## src/rtl/bram_table_reader.sv

```systemverilog
// bram_table_reader: phase-accumulator read master for a 1-cycle-latency table RAM; issue->valid 2 clk,
// 2-entry output buffer stalls reads under backpressure. `BRAM_TABLE_LOAD_EN adds a table write port.
module bram_table_reader #(
  parameter int ADDR_W  = 8,
  parameter int DATA_W  = 16,
  parameter int PHASE_W = 16
) (
  input  logic               clk,
  input  logic               rst,
  input  logic               enable,
  input  logic [PHASE_W-1:0] phase_inc,
  input  logic [PHASE_W-1:0] phase_init,
  input  logic               phase_load,
  output logic [ADDR_W-1:0]  raddr,
  output logic               read_en,
  output logic               rclke,
  input  logic [DATA_W-1:0]  rdata,
  output logic [DATA_W-1:0]  sample_data,
  output logic               sample_valid,
  input  logic               sample_ready,
  output logic               idle,
`ifdef BRAM_TABLE_LOAD_EN
  input  logic               load_valid,
  output logic               load_ready,
  input  logic [ADDR_W-1:0]  load_addr,
  input  logic [DATA_W-1:0]  load_data,
`endif
  output logic [ADDR_W-1:0]  waddr,
  output logic [DATA_W-1:0]  wdata,
  output logic               write_en,
  output logic               wclke,
  output logic [DATA_W-1:0]  mask
);

  typedef enum logic [1:0] {S_IDLE, S_RUN, S_DRAIN} state_t;

  state_t             state, state_nxt;
  logic [PHASE_W-1:0] phase;
  logic               inflight;
  logic [1:0]         count;
  logic [DATA_W-1:0]  head, tail;
  logic               run_req, push, pop, issue, pending;
  logic [1:0]         used;

`ifdef BRAM_TABLE_LOAD_EN
  logic load_fire;

  // A pending load blocks reads so the FSM drains back to IDLE, where loads are taken.
  assign run_req    = enable && !load_valid;
  assign load_ready = !rst && (state == S_IDLE);
  assign load_fire  = load_valid && load_ready;
  assign write_en   = load_fire;
  assign wclke      = load_fire;
  assign waddr      = load_addr;
  assign wdata      = load_data;
  assign mask       = '0;
`else
  assign run_req  = enable;
  assign write_en = 1'b0;
  assign wclke    = 1'b0;
  assign waddr    = '0;
  assign wdata    = '0;
  assign mask     = '1;
`endif

  assign pop     = sample_valid && sample_ready;
  assign push    = inflight && !phase_load;
  assign pending = (count != 2'd0) || inflight;

  // A slot being popped this cycle counts as free, which is what sustains 1 sample/clk.
  assign used  = count + {1'b0, inflight} - {1'b0, pop};
  assign issue = !rst && run_req && !phase_load && (used < 2'd2);

  assign read_en      = issue;
  assign rclke        = issue;
  assign raddr        = phase[PHASE_W-1 -: ADDR_W];
  assign sample_valid = (count != 2'd0);
  assign sample_data  = head;
  assign idle         = (state == S_IDLE);

  always_ff @(posedge clk or posedge rst) begin
    if (rst) begin
      phase    <= '0;
      inflight <= 1'b0;
      count    <= 2'd0;
      head     <= '0;
      tail     <= '0;
    end else begin
      inflight <= issue;
      if (phase_load) begin
        phase <= phase_init;
        count <= 2'd0;
      end else begin
        if (issue) phase <= phase + phase_inc;
        count <= count + {1'b0, push} - {1'b0, pop};
        if (pop) begin
          if (count == 2'd2) begin
            head <= tail;
            if (push) tail <= rdata;
          end else if (push) begin
            head <= rdata;
          end
        end else if (push) begin
          if (count == 2'd0) head <= rdata;
          else               tail <= rdata;
        end
      end
    end
  end

  always_ff @(posedge clk or posedge rst) begin
    if (rst) state <= S_IDLE;
    else     state <= state_nxt;
  end

  always_comb begin
    state_nxt = state;
    case (state)
      S_IDLE:  if (run_req) state_nxt = S_RUN;
      S_RUN:   if (!run_req) state_nxt = pending ? S_DRAIN : S_IDLE;
      S_DRAIN: begin
        if (run_req)       state_nxt = S_RUN;
        else if (!pending) state_nxt = S_IDLE;
      end
      default: state_nxt = S_IDLE;
    endcase
  end

endmodule

```

## config.mk

```make
export PLATFORM = sky130hd
export DESIGN_NAME = bram_table_reader
export DESIGN_NICKNAME = d
export VERILOG_FILES = /design/src/rtl/bram_table_reader.sv
export SDC_FILE = /design/constraint.sdc
export NUM_CORES = 1
export LEC_CHECK = 0
export ABC_CLOCK_PERIOD_IN_PS = 2400
export BUFFER_PORTS_ARGS = -buffer_cell sky130_fd_sc_hd__buf_2
export CORE_MARGIN = 2
export CORE_UTILIZATION = 46
export CTS_CLUSTER_SIZE = 25
export DETAILED_ROUTE_END_ITERATION = 6
export HOLD_SLACK_MARGIN = 0.1
export PLACE_DENSITY = 0.79
export SLEW_MARGIN = 20
export SYNTH_ARGS = -nofsm -noshare
export SYNTH_HDL_FRONTEND = slang
export SYNTH_SLANG_ARGS = --single-unit
```

## constraint.sdc

```tcl
create_clock -name clk -period 2.4 [get_ports clk]
set_input_delay 0.24 -clock clk [delete_from_list [all_inputs] [get_ports clk]]
set_output_delay 0.24 -clock clk [all_outputs]
set_load 0.01 [all_outputs]
```

==> flow_metrics.tcl <==
set metrics [dict create \
    outcome "finished clean" \
    drv.max_cap_violation_count 0 \
    setup.reg_to_reg.worst_slack_ps 100 \
    cp_num_buf_inv 0 \
    power_frac_comb 0.457 \
    antenna_left 0 \
    placement_rows 31 \
    post_synth.cell_area_avg_sq_um 9.70 \
    power.density_cell_area_mw_per_mm2 876 \
    number_of_nets_in_the_layout 513 \
    postCtsHoldBufs 0 \
    grt_remaining_overflow 0 \
    die_w_um 91.1 \
    drt-total-wl_mm 7.06 \
    synth-seq-area-share 0.380 \
    core-area_sq_mm 0.00729 \
    drc_errors_left 0 \
    power.total_mw 3.49 \
    route.detailed.wl_per_inst_um 13.1 \
    final.fill_count 663 \
    finalCoreUtilization 0.546 \
    hold_path.class "in2reg" \
    slowest_stage "fa_1" \
    finalSetupViolations 0 \
    multiInputGateArea_sq_mm 0.00186 \
    seqCellArea_sq_mm 0.00133 \
    syn2layout_area_growth_pct 13.9 \
    floorplan.initialDensity 0.479 \
    setup_tns_ps 0 \
    num_vias 2636 \
    worstHoldEndpoint "phase[12]" \
    adder_and_majority_cell_fraction_of_the_synthesized_area 0.0738 \
    global_route.usage.total 0.171 \
    antenna_found_initial 0 \
    yosys.area_share.simple 0.102 \
    holdWs_ps 127 \
    postPlaceCellArea_sq_mm 0.00381 \
    worstSetupStartpointType "register" \
    r2r-start "phase[0]" \
    worst_ir_drop_vdd_uv 353 \
    fraction_of_registers_with_async_set_or_reset_after_synthesis 1.00 \
    clk_transition_reported_paths_ps 100 \
    first_pass_iters 4 \
    timing_worst_setup_path_type "reg2reg" \
    worst-r2r-cell-count 9 \
    post-route-period-util 0.959 \
    post_synth_instance_area_sq_mm 0.00349 \
    yosys.area_share.xor_xnor 0.0426 \
    fraction_of_power_consumed_by_sequential_logic 0.394 \
    ys_dominant_reg_cell "dfrtp_1" \
    max_slew.worst_pin.slew_ps 929 \
    post_route_cells_drive_above_1_share 0.317 \
    cts-htree-levels 2 \
    post_synth_num_cell_types 47 \
    r2r_end "phase[12]" \
    ctsRootBufferMaster "clkbuf_8" \
    synth_mux_area_frac 0.121 \
    antenna-diode-count 0 \
    synth_compound_area_frac 0.141 \
    layout_common_cells "buf_2, dfrtp_1, conb_1" \
    design.die.area_sq_mm 0.00830 \
    port_buffers 80 \
    switching_power_mw 1.30 \
    yosys_warnings 0 \
    pwr-share-clk 0.149 \
    floorplan.die.height_um 91.1 \
    finalHoldViolations 0 \
    place_hpwl_mm 5.31 \
    numCtsBuffers 5 \
    max-slew-margin-rel 0.381 \
    io-pin-count 123 \
    worst_setup_path_end_kind "register" \
    drt-initial-drc-count 196 \
    dp_slack_ps 33.4 \
    timing.critical_path.max_delay_family "compound AO/OA/AOI/OAI gates" \
    cp.required_ps 2620 \
    cp_data_arrival_time_ps 2520 \
    numClockSinks 53 \
    period_needed_ps 2300 \
    synth_cells 360 \
    globalplace.congestion 0.899 \
    finalWorstSetupSlack_ps 97.7 \
    placed_cells 528 \
    grt_pass1_vias 2506 \
    postSynthRegisterBits 53 \
    slowest_delay_ps 420 \
    final_common_cell "buf_2" \
    cts.path.max_buffers 2 \
    post_synth_edffs 0 \
    fmax_mhz 434 \
    power_leakage_nw 2.18 \
    final_area_sq_mm 0.00398 \
    fin_cells 540 \
    pin_count_of_the_biggest_net_entering_global_routing 54 \
    internal-power_mw 2.19 \
    net_sw_frac 0.372 \
    main_combinational_cell_family_by_area_after_synthesis "compound AO/OA/AOI/OAI gates" \
    worst_skew_pair.late_latency_ps 310 \
    timing.critical_path.fanout_max 3 \
    cts_tree "built" \
    min_from "phase_init[12]" \
    grt_first_pass_wirelength_mm 11.7 \
    min_delay_path_depth 2 \
    crit_chain "ha_1 -> fa_1 -> a21o_1 -> a21oi_2 -> o211ai_1 -> a41oi_2 -> xor2_1 -> o21ai_0 -> o21a_1" \
    avgViaCountPerCell 4.88 \
    final-max-slew-violation-count 0 \
    fin_skew_ps 5.96 \
]
flip-flops by register name (all words and copies together) (netlist names):
name         cells
state            2
count            2
tail            16
phase           16
inflight         1
sample_data     16
cell usage after synthesis, drive strengths merged, types with 5 or more instances:
| master | n | share of area |
|---|---|---|
| clkbuf | 7 | 0.0075 |
| inv | 11 | 0.012 |
| mux2 | 17 | 0.055 |
| a21o | 7 | 0.015 |
| nand3 | 5 | 0.0086 |
| nor2b | 5 | 0.0090 |
| nor2 | 12 | 0.013 |
| nand2 | 39 | 0.042 |
| mux2i | 23 | 0.066 |
| dfrtp | 53 | 0.38 |
| xnor2 | 11 | 0.028 |
| ha | 19 | 0.068 |
| a21oi | 16 | 0.024 |
| xor2 | 6 | 0.015 |
| buf | 56 | 0.12 |
| o21ai | 32 | 0.046 |
power groups by stage:
stage / Combinational [mW] / Sequential (mW) / Clock (mW)
after global placement: 1.47 / 1.38 / 0
after floorplan: 1.09 / 1.43 / 0
after CTS: 1.53 / 1.38 / 0.540
after global routing: 1.76 / 1.43 / 0.572
after detailed placement: 1.51 / 1.40 / 0
final: 1.59 / 1.38 / 0.519
kinds of logic after synthesis:
family / after synthesis
AOI/OAI and AO/OA: 78
xor gates and xnor gates: 17
adders and majority gates: 20
buffers and inverters: 74
DFF: 53
muxes: 40
other: 2
and+or+nand+nor: 76
worst max-delay path by stage:
stage | from | endpoint | cells after the start
final | phase[0] | phase[12] | 9
after floorplan | rst | phase[6] | 6
after detailed placement | phase[0] | phase[12] | 9
after global routing | count[0] | phase[12] | 11
after CTS | phase[0] | phase[12] | 9
after global placement | phase[0] | phase[12] | 9
worst reg2reg max path: stages, from the launching register on:
cell and delay (ps):
dfrtp_1 390, ha_1 210, fa_1 420, a21o_1 210
a21oi_2 190, o211ai_1 200, a41oi_2 240, xor2_1 150
o21ai_0 90, o21a_1 110
layer usage:
layer	vias up	global-route usage	share of wire
li1	1311	-	-
met1	1235	0.222	0.44
met2	83	0.286	0.49
met3	7	0.0315	0.053
met4	0	0.0619	0.018
met5	-	0	0
timing repair:
action	in CTS	in global routing
buffers inserted	1	3
endpoints found under the hold margin	0	0
endpoints found under the setup margin	2	11
pin swaps	2	7
gates resized for setup	3	9
cell type report:
type                    count  area share
multi-input cells         273       0.469
well taps                  99      0.0311
flip-flops and latches     53       0.333
repair buffers             96       0.134
clock inverters             3     0.00535
clock buffers               5      0.0173
inverters                  11      0.0104
Power figures use the tool's default switching activity.
